## config.mk

```make
export PLATFORM = sky130hd
export DESIGN_NAME = mc_ctrl
export DESIGN_NICKNAME = d
export VERILOG_FILES = /design/src/rtl/mc_pkg.sv /design/src/rtl/mc_decode.sv /design/src/rtl/mc_ctrl.sv
export SDC_FILE = /design/constraint.sdc
export NUM_CORES = 1
export LEC_CHECK = 0
export BUFFER_PORTS_ARGS = -buffer_cell sky130_fd_sc_hd__buf_2
export CAP_MARGIN = 20
export CELL_PAD_IN_SITES_DETAIL_PLACEMENT = 0
export CELL_PAD_IN_SITES_GLOBAL_PLACEMENT = 2
export CORE_MARGIN = 4
export CORE_UTILIZATION = 26
export DETAILED_ROUTE_END_ITERATION = 12
export PLACE_DENSITY_LB_ADDON = 0.1
export SYNTH_ARGS = -nofsm -noshare
export SYNTH_HDL_FRONTEND = slang
export SYNTH_SLANG_ARGS = --single-unit
export TNS_END_PERCENT = 100
```

## constraint.sdc

```tcl
create_clock -name clk -period 2.05 [get_ports clk]
set_clock_uncertainty 0.1 [all_clocks]
set_input_delay 0.3075 -clock clk [delete_from_list [all_inputs] [get_ports clk]]
set_output_delay 0.3075 -clock clk [all_outputs]
set_load 0.01 [all_outputs]
```

## src/rtl/mc_pkg.sv

```systemverilog
// -----------------------------------------------------------------------------
// mc_pkg
// Shared definitions for the multi-cycle MIPS main controller:
//   - FSM state enum and latched instruction-class enum
//   - opcode / funct constants for the supported subset
//   - datapath select encodings (ALUCtrl, nPC_sel, RegDst, MemToReg,
//     ALUSrcA, ALUSrcB, ExtOp)
// -----------------------------------------------------------------------------
package mc_pkg;

    // Controller states
    typedef enum logic [3:0] {
        ST_FETCH   = 4'd0,
        ST_DECODE  = 4'd1,
        ST_EXE_R   = 4'd2,
        ST_EXE_I   = 4'd3,
        ST_ADDR    = 4'd4,
        ST_MEM_RD  = 4'd5,
        ST_MEM_WR  = 4'd6,
        ST_WB_R    = 4'd7,
        ST_WB_I    = 4'd8,
        ST_WB_MEM  = 4'd9,
        ST_BEQ     = 4'd10,
        ST_JAL     = 4'd11,
        ST_JR      = 4'd12,
        ST_ILLEGAL = 4'd13
    } state_e;

    // Instruction class, captured once in DECODE
    typedef enum logic [3:0] {
        CLS_NONE    = 4'd0,
        CLS_ADDU    = 4'd1,
        CLS_SUBU    = 4'd2,
        CLS_ORI     = 4'd3,
        CLS_LUI     = 4'd4,
        CLS_LW      = 4'd5,
        CLS_SW      = 4'd6,
        CLS_BEQ     = 4'd7,
        CLS_JAL     = 4'd8,
        CLS_JR      = 4'd9,
        CLS_ILLEGAL = 4'd10
    } instr_cls_e;

    // Opcodes (IR[31:26])
    localparam logic [5:0] OP_RTYPE = 6'b000000;
    localparam logic [5:0] OP_ORI   = 6'b001101;
    localparam logic [5:0] OP_LUI   = 6'b001111;
    localparam logic [5:0] OP_LW    = 6'b100011;
    localparam logic [5:0] OP_SW    = 6'b101011;
    localparam logic [5:0] OP_BEQ   = 6'b000100;
    localparam logic [5:0] OP_JAL   = 6'b000011;

    // R-type function codes (IR[5:0])
    localparam logic [5:0] FN_ADDU = 6'b100001;
    localparam logic [5:0] FN_SUBU = 6'b100011;
    localparam logic [5:0] FN_JR   = 6'b001000;

    // ALU operation select
    localparam logic [2:0] ALU_OR   = 3'b001;
    localparam logic [2:0] ALU_ADD  = 3'b010;
    localparam logic [2:0] ALU_SUB  = 3'b011;
    localparam logic [2:0] ALU_IDLE = 3'b111;

    // Next-PC source
    localparam logic [1:0] NPC_PC4    = 2'b00;
    localparam logic [1:0] NPC_ALUOUT = 2'b01;
    localparam logic [1:0] NPC_JUMP   = 2'b10;
    localparam logic [1:0] NPC_REGA   = 2'b11;

    // Register-file destination select
    localparam logic [1:0] REGDST_RT = 2'b00;
    localparam logic [1:0] REGDST_RD = 2'b01;
    localparam logic [1:0] REGDST_RA = 2'b10;

    // Register-file write-data select
    localparam logic [1:0] M2R_ALUOUT = 2'b00;
    localparam logic [1:0] M2R_MDR    = 2'b01;
    localparam logic [1:0] M2R_LUI    = 2'b10;
    localparam logic [1:0] M2R_PC     = 2'b11;

    // ALU operand selects
    localparam logic       SRCA_PC     = 1'b0;
    localparam logic       SRCA_A      = 1'b1;
    localparam logic [1:0] SRCB_B      = 2'b00;
    localparam logic [1:0] SRCB_FOUR   = 2'b01;
    localparam logic [1:0] SRCB_IMM    = 2'b10;
    localparam logic [1:0] SRCB_BRANCH = 2'b11;

    // Immediate extension mode
    localparam logic EXT_ZERO = 1'b1;
    localparam logic EXT_SIGN = 1'b0;

endpackage : mc_pkg

```

## src/rtl/mc_decode.sv

```systemverilog
// -----------------------------------------------------------------------------
// mc_decode
// Combinational instruction classifier. Maps OPCode/Funct to an instruction
// class; the controller samples the result only while in DECODE.
//
// Ports:
//   OPCode  in  6  IR[31:26]
//   Funct   in  6  IR[5:0]
//   cls     out    instruction class (instr_cls_e)
// -----------------------------------------------------------------------------
module mc_decode
    import mc_pkg::*;
(
    input  logic [5:0]  OPCode,
    input  logic [5:0]  Funct,
    output instr_cls_e  cls
);

    always_comb begin
        // NOTE: assign a default before the case so every path drives cls;
        // a missing assignment on any path would infer a latch.
        cls = CLS_ILLEGAL;
        unique case (OPCode)
            OP_RTYPE: begin
                // R-type is classified purely by Funct; unknown Funct is illegal.
                case (Funct)
                    FN_ADDU: cls = CLS_ADDU;
                    FN_SUBU: cls = CLS_SUBU;
                    FN_JR:   cls = CLS_JR;
                    default: cls = CLS_ILLEGAL;
                endcase
            end
            OP_ORI:  cls = CLS_ORI;
            OP_LUI:  cls = CLS_LUI;
            OP_LW:   cls = CLS_LW;
            OP_SW:   cls = CLS_SW;
            OP_BEQ:  cls = CLS_BEQ;
            OP_JAL:  cls = CLS_JAL;
            default: cls = CLS_ILLEGAL;
        endcase
    end

endmodule : mc_decode

```

## src/rtl/mc_ctrl.sv

```systemverilog
// -----------------------------------------------------------------------------
// mc_ctrl
// Multi-cycle main controller for the MIPS datapath (addu, subu, ori, lw, sw,
// beq, lui, jal, jr). Moore FSM: outputs depend on the current state and the
// instruction class captured in DECODE, plus the memory ready handshake in the
// FETCH and MEM_WR states.
//
// Build option:
//   MC_CTRL_ILLEGAL_HALT_EN  defined   -> ILLEGAL is absorbing, halt=1 until reset
//                            undefined -> ILLEGAL is a one-cycle NOP, halt tied 0
//
// Ports:
//   clk, rst_n          clock, asynchronous active-low reset
//   OPCode, Funct       instruction fields from IR
//   Zero                ALU zero flag (beq decision)
//   imem_ready          instruction word valid this cycle
//   dmem_ready          data access completes this cycle
//   imem_req, dmem_req  memory requests
//   MemWrite            data access is a write
//   IRWrite, PCWrite    IR / PC load enables
//   nPC_sel             PC source select
//   RegWrite, RegDst,
//   MemToReg            register-file write controls
//   ALUSrcA, ALUSrcB,
//   ExtOp, ALUCtrl      ALU operand/operation controls
//   instr_done          pulse in the final state of each instruction
//   halt                illegal-instruction halt
// -----------------------------------------------------------------------------
module mc_ctrl
    import mc_pkg::*;
(
    input  logic       clk,
    input  logic       rst_n,
    input  logic [5:0] OPCode,
    input  logic [5:0] Funct,
    input  logic       Zero,
    input  logic       imem_ready,
    input  logic       dmem_ready,
    output logic       imem_req,
    output logic       dmem_req,
    output logic       MemWrite,
    output logic       IRWrite,
    output logic       PCWrite,
    output logic [1:0] nPC_sel,
    output logic       RegWrite,
    output logic [1:0] RegDst,
    output logic [1:0] MemToReg,
    output logic       ALUSrcA,
    output logic [1:0] ALUSrcB,
    output logic       ExtOp,
    output logic [2:0] ALUCtrl,
    output logic       instr_done,
    output logic       halt
);

    state_e     state_q, state_d;
    instr_cls_e cls_q;
    instr_cls_e dec_cls;

    mc_decode u_decode (
        .OPCode (OPCode),
        .Funct  (Funct),
        .cls    (dec_cls)
    );

    // State register and latched instruction class.
    always_ff @(posedge clk or negedge rst_n) begin
        if (!rst_n) begin
            state_q <= ST_FETCH;
            cls_q   <= CLS_NONE;
        end else begin
            // NOTE: non-blocking assignments so every register samples the
            // pre-edge values regardless of statement order.
            state_q <= state_d;
            // Capture once; later states must not follow a changing IR.
            if (state_q == ST_DECODE) begin
                cls_q <= dec_cls;
            end
        end
    end

    // Next-state and output decode.
    always_comb begin
        state_d    = state_q;
        imem_req   = 1'b0;
        dmem_req   = 1'b0;
        MemWrite   = 1'b0;
        IRWrite    = 1'b0;
        PCWrite    = 1'b0;
        nPC_sel    = NPC_PC4;
        RegWrite   = 1'b0;
        RegDst     = REGDST_RT;
        MemToReg   = M2R_ALUOUT;
        ALUSrcA    = SRCA_PC;
        ALUSrcB    = SRCB_B;
        ExtOp      = EXT_SIGN;
        ALUCtrl    = ALU_IDLE;
        instr_done = 1'b0;
        halt       = 1'b0;

        unique case (state_q)
            ST_FETCH: begin
                // PC+4 is computed every FETCH cycle; it is only committed
                // together with the IR load on the imem_ready cycle. The
                // rst_n gate keeps IR/PC untouched while reset is asserted.
                imem_req = 1'b1;
                ALUSrcA  = SRCA_PC;
                ALUSrcB  = SRCB_FOUR;
                ALUCtrl  = ALU_ADD;
                nPC_sel  = NPC_PC4;
                if (imem_ready && rst_n) begin
                    IRWrite = 1'b1;
                    PCWrite = 1'b1;
                    state_d = ST_DECODE;
                end
            end

            ST_DECODE: begin
                // Branch target PC + (sext(imm)<<2) is precomputed into ALUOut.
                ALUSrcA = SRCA_PC;
                ALUSrcB = SRCB_BRANCH;
                ALUCtrl = ALU_ADD;
                case (dec_cls)
                    CLS_ADDU,
                    CLS_SUBU: state_d = ST_EXE_R;
                    CLS_ORI:  state_d = ST_EXE_I;
                    CLS_LUI:  state_d = ST_WB_I;
                    CLS_LW,
                    CLS_SW:   state_d = ST_ADDR;
                    CLS_BEQ:  state_d = ST_BEQ;
                    CLS_JAL:  state_d = ST_JAL;
                    CLS_JR:   state_d = ST_JR;
                    default:  state_d = ST_ILLEGAL;
                endcase
            end

            ST_EXE_R: begin
                ALUSrcA = SRCA_A;
                ALUSrcB = SRCB_B;
                ALUCtrl = (cls_q == CLS_SUBU) ? ALU_SUB : ALU_ADD;
                state_d = ST_WB_R;
            end

            ST_EXE_I: begin
                ALUSrcA = SRCA_A;
                ALUSrcB = SRCB_IMM;
                ExtOp   = EXT_ZERO;
                ALUCtrl = ALU_OR;
                state_d = ST_WB_I;
            end

            ST_ADDR: begin
                ALUSrcA = SRCA_A;
                ALUSrcB = SRCB_IMM;
                ExtOp   = EXT_SIGN;
                ALUCtrl = ALU_ADD;
                state_d = (cls_q == CLS_SW) ? ST_MEM_WR : ST_MEM_RD;
            end

            ST_MEM_RD: begin
                dmem_req = 1'b1;
                if (dmem_ready) begin
                    state_d = ST_WB_MEM;
                end
            end

            ST_MEM_WR: begin
                // A store has no write-back, so it retires on the ready cycle.
                dmem_req = 1'b1;
                MemWrite = 1'b1;
                if (dmem_ready) begin
                    instr_done = 1'b1;
                    state_d    = ST_FETCH;
                end
            end

            ST_WB_R: begin
                RegWrite   = 1'b1;
                RegDst     = REGDST_RD;
                MemToReg   = M2R_ALUOUT;
                instr_done = 1'b1;
                state_d    = ST_FETCH;
            end

            ST_WB_I: begin
                RegWrite   = 1'b1;
                RegDst     = REGDST_RT;
                MemToReg   = (cls_q == CLS_LUI) ? M2R_LUI : M2R_ALUOUT;
                instr_done = 1'b1;
                state_d    = ST_FETCH;
            end

            ST_WB_MEM: begin
                RegWrite   = 1'b1;
                RegDst     = REGDST_RT;
                MemToReg   = M2R_MDR;
                instr_done = 1'b1;
                state_d    = ST_FETCH;
            end

            ST_BEQ: begin
                // rs - rt; the PC takes the precomputed target only when equal.
                ALUSrcA    = SRCA_A;
                ALUSrcB    = SRCB_B;
                ALUCtrl    = ALU_SUB;
                nPC_sel    = NPC_ALUOUT;
                PCWrite    = Zero;
                instr_done = 1'b1;
                state_d    = ST_FETCH;
            end

            ST_JAL: begin
                // $31 gets the already-incremented PC before it is overwritten.
                RegWrite   = 1'b1;
                RegDst     = REGDST_RA;
                MemToReg   = M2R_PC;
                PCWrite    = 1'b1;
                nPC_sel    = NPC_JUMP;
                instr_done = 1'b1;
                state_d    = ST_FETCH;
            end

            ST_JR: begin
                PCWrite    = 1'b1;
                nPC_sel    = NPC_REGA;
                instr_done = 1'b1;
                state_d    = ST_FETCH;
            end

            ST_ILLEGAL: begin
`ifdef MC_CTRL_ILLEGAL_HALT_EN
                // Absorbing: only reset leaves this state.
                halt    = 1'b1;
                state_d = ST_ILLEGAL;
`else
                // Treated as a NOP: retire and fetch the next word.
                instr_done = 1'b1;
                state_d    = ST_FETCH;
`endif
            end

            default: begin
                state_d = ST_FETCH;
            end
        endcase
    end

endmodule : mc_ctrl

```

==> summary.md <==
| Metric | Value |
|---|---|
| Final period util | `0.9931` |
| Clock network fraction of design power | `0.124` |
| Setup TNS | `0 ns` |
| Cells after Synth | `about 150` |
| Layout cells sized above 1 | `0.4337` |
| Initial antenna violation count | `0` |
| PD cells | `between 900 and 1000 mW/mm^2` |
| Via-per-instance ratio | `slightly above 5` |
| Int Pwr | `approximately 0.0008 W` |
| Slowest-stage cell, CP | `a2111oi_4` |
| Maximum number of pins on one net before global-route repair | `16` |
| Clk pin slew, worst setup/hold paths | `approximately 0.04 ns` |
| Net switching power | `roughly 0.00073 W` |
| Total power | `around 0.0015 W` |
| Max frequency | `0.4912 GHz` |
| CP max stage delay | `around 0.43 ns` |
| Number of fill cells | `between 400 and 500` |
| Max clock buf depth | `2` |
| CP Data Required Time | `between 2 and 2.5 ns` |
| Starting DRT DRC Count | `between 40 and 50` |
| Fin. max-slew vios | `0` |
| Post-synth top cells | `nand2_1 (21), nor2_1 (13), a21oi_1 (10), o21ai_0 (10), dfrtp_1 (8)` |
| Drt drc | `0` |
| Synth warn | `0` |
| Antenna Cells | `0` |
| Post-synth top area cell | `dfrtp_1` |
| CP Capture Type | `flip-flop` |
| 1st-pass router iterations | `4` |
| Fraction of registers with async set/reset | `1.000` |
| Wire length per cell | `approximately 13 microns` |
| Sw frac | `0.4754` |
| Die Ht | `71.01 microns` |
| Congestion Overflow GR | `0` |
| Initial Utilization | `0.2757` |
| Num CTS Buffers | `3` |
| CTS tree | `built` |
| Post-synth EDFFs | `0` |
| Fin nets | `219` |
| Top post-synthesis cells by area | `dfrtp_1 (19%), nand2_1 (7.6%), a21oi_1 (4.8%)` |
| DP Area | `~0.0014 sq mm` |
| Synth Flop Type | `dfrtp_1` |
| Status | `complete, no violations` |
| Data arrival, critical path | `around 2.0 ns` |
| Yosys top cell area share | `0.1939` |
| Clock sinks | `8` |
| Fin area | `approximately 0.0016 sq mm` |
| Count leader, synth | `nand2_1` |
| Synth unique cells | `50` |
| Synth Area per Inst | `slightly above 7 sq um` |
| RSZ-0062 raised after global routing | `yes` |
| FF+latch count, synth | `8` |
| IO Pins | `38` |
| Maxcap violations | `0` |
| Number of routed nets with antenna violations | `0` |
| Logic pwr share | `0.654` |
| Final min period | `approximately 2.0 ns` |
| Core area | `~0.0037 sq mm` |
| Full die area | `a little over 0.005 sq mm` |
| Register share of total power | `0.222` |
| H-tree depth | `1` |
| Total number of vias | `approximately 1200` |
| First-pass GRT wire length | `5264 microns` |
| Most frequent CP cell | `buf_6` |
| Core Rows | `22` |
| Worst setup SP type | `primary input` |
| Mapped cell area | `0.001032 sq mm` |
| Final Hold Fails | `0` |
| Post-synthesis sequential area ratio | `0.1939` |
| Highest fanout seen on the critical path | `4` |
| Max VDD drop | `0.2486 mV` |
| Area added between synthesis and finish | `52.73%` |
| Leak pwr | `between 0.7 and 0.8 nW` |
| All-layer global routing usage | `0.1234` |
| # setup viols final | `0` |
| Setup Crit Path Kind | `primary input to flip-flop` |
| Vias in the first global route | `approximately 1200` |
| Detailed Route WL | `between 3000 and 4000 microns` |
| GP Congestion | `0.8132` |
| HP Class | `primary input to flip-flop` |
| Worst-skew pair later-pin latency | `approximately 0.23 ns` |
| Root Buffer | `clkbuf_8` |
| Chip width | `slightly above 70 microns` |
| Critical path cell sequence | `buf_6 > nand3b_1 > a2111oi_4 > o221a_2 > buf_6 > ha_1 > nor3b_1 > o31ai_2` |
| Syn_nets | `166` |
| PortBufs | `36` |
| Detailed Place HPWL | `about 2500 microns` |
-- metal layers --
metal	global-route usage	share of wire
met5	0	0
met4	0.03758	0.0072
met3	0.01989	0.056
met2	0.2101	0.49
met1	0.1590	0.44
-- registers in the layout, summed over array words and instances, names as in the netlist --
register	count
state_q	4
cls_q	4
-- cell type report --
type | instances | area [sq um] | area share
inverters | 6 | 28.78 | 0.01825
multi-input cells | 121 | 869.6 | 0.5516
well taps | 48 | 60.06 | 0.03810
flip-flops and latches | 8 | 202.7 | 0.1286
clock buffers | 3 | 41.29 | 0.02619
repair buffers | 58 | 374.1 | 0.2373
-- cells in the final DEF (no fill, tap or decap), types with 2 or more instances in the layout --
master	n
buf_2	35
nand2_1	21
buf_4	18
nor2_1	13
a21oi_1	10
o21ai_0	10
nor3_1	6
dfrtp_1	6
nand2b_1	4
and2_1	3
inv_1	3
clkbuf_8	3
buf_6	3
nand3b_1	2
nand4b_1	2
o211ai_1	2
nand3_1	2
or3_1	2
o21bai_1	2
nor2b_1	2
o21a_1	2
a41oi_1	2
ha_4	2
ha_1	2
dfrtp_2	2
-- per-stage QoR --
step | setup WS [ns] | instances | util | hold WS, ns
2_1_floorplan | -0.01408 | 145 | - | -0.08809
3_3_place_gp | -0.1824 | 238 | 0.3787 | 0.06816
3_5_place_dp | -0.2002 | 238 | 0.3787 | 0.07085
4_1_cts | 0.02779 | 242 | 0.3924 | 0.3329
5_1_grt | -0.07989 | 244 | 0.4211 | 0.3705
6_report | 0.01420 | 244 | 0.4211 | 0.3364
-- power groups by stage --
| stage | clock network, W | registers, W | logic, W |
|---|---|---|---|
| finish | 0.000191 | 0.000341 | 0.00100 |
| global route | 0.000207 | 0.000359 | 0.00112 |
| CTS | 0.000193 | 0.000336 | 0.000971 |
| detailed placement | 0 | 0.000339 | 0.000964 |
| global placement | 0 | 0.000340 | 0.000967 |
| floorplan | 0 | 0.000272 | 0.000646 |
-- cells by family after synthesis --
family | count (synthesis) | share of synthesized area
other cells | 1 | 0.003633
fa+ha+maj | 4 | 0.04849
compound gates | 48 | 0.3515
simple gates | 67 | 0.3309
flops | 8 | 0.1939
xor+xnor | 1 | 0.008486
buf+inv | 16 | 0.06303
-- final timing paths --
| kind | depth (start not counted) | end | startpoint | slack [ns] |
|---|---|---|---|---|
| worst max-delay path | 8 | state_q[2] | Funct[3] | 0.01 |
| worst min-delay path | 3 | state_q[2] | dmem_ready | 0.34 |
| worst max register to register | 5 | state_q[0] | state_q[3] | 0.28 |
| worst min register to register | 1 | cls_q[3] | cls_q[3] | 0.38 |
| max in group asynchronous | 2 | state_q[1] | rst_n | 1.12 |
| min in group asynchronous | 2 | cls_q[1] | rst_n | 0.45 |
-- timing repair --
| item | 4_1_cts | 5_1_grt |
|---|---|---|
| buffers inserted | 0 | 2 |
| endpoints found under the hold margin | 8 | 0 |
| endpoints found under the setup margin | 0 | 7 |
| hold buffers | 1 | 0 |
| resized for setup | 0 | 20 |
-- worst max-delay path, delay by kind of cell --
kind,cells,cell delay [ns]
AO/OA/AOI/OAI,3,0.83
AND/OR/NAND/NOR,2,0.51
buffers and inverters,2,0.22
adder cells (fa/ha/maj),1,0.19
Note: power is estimated with default switching activity, not from simulation.
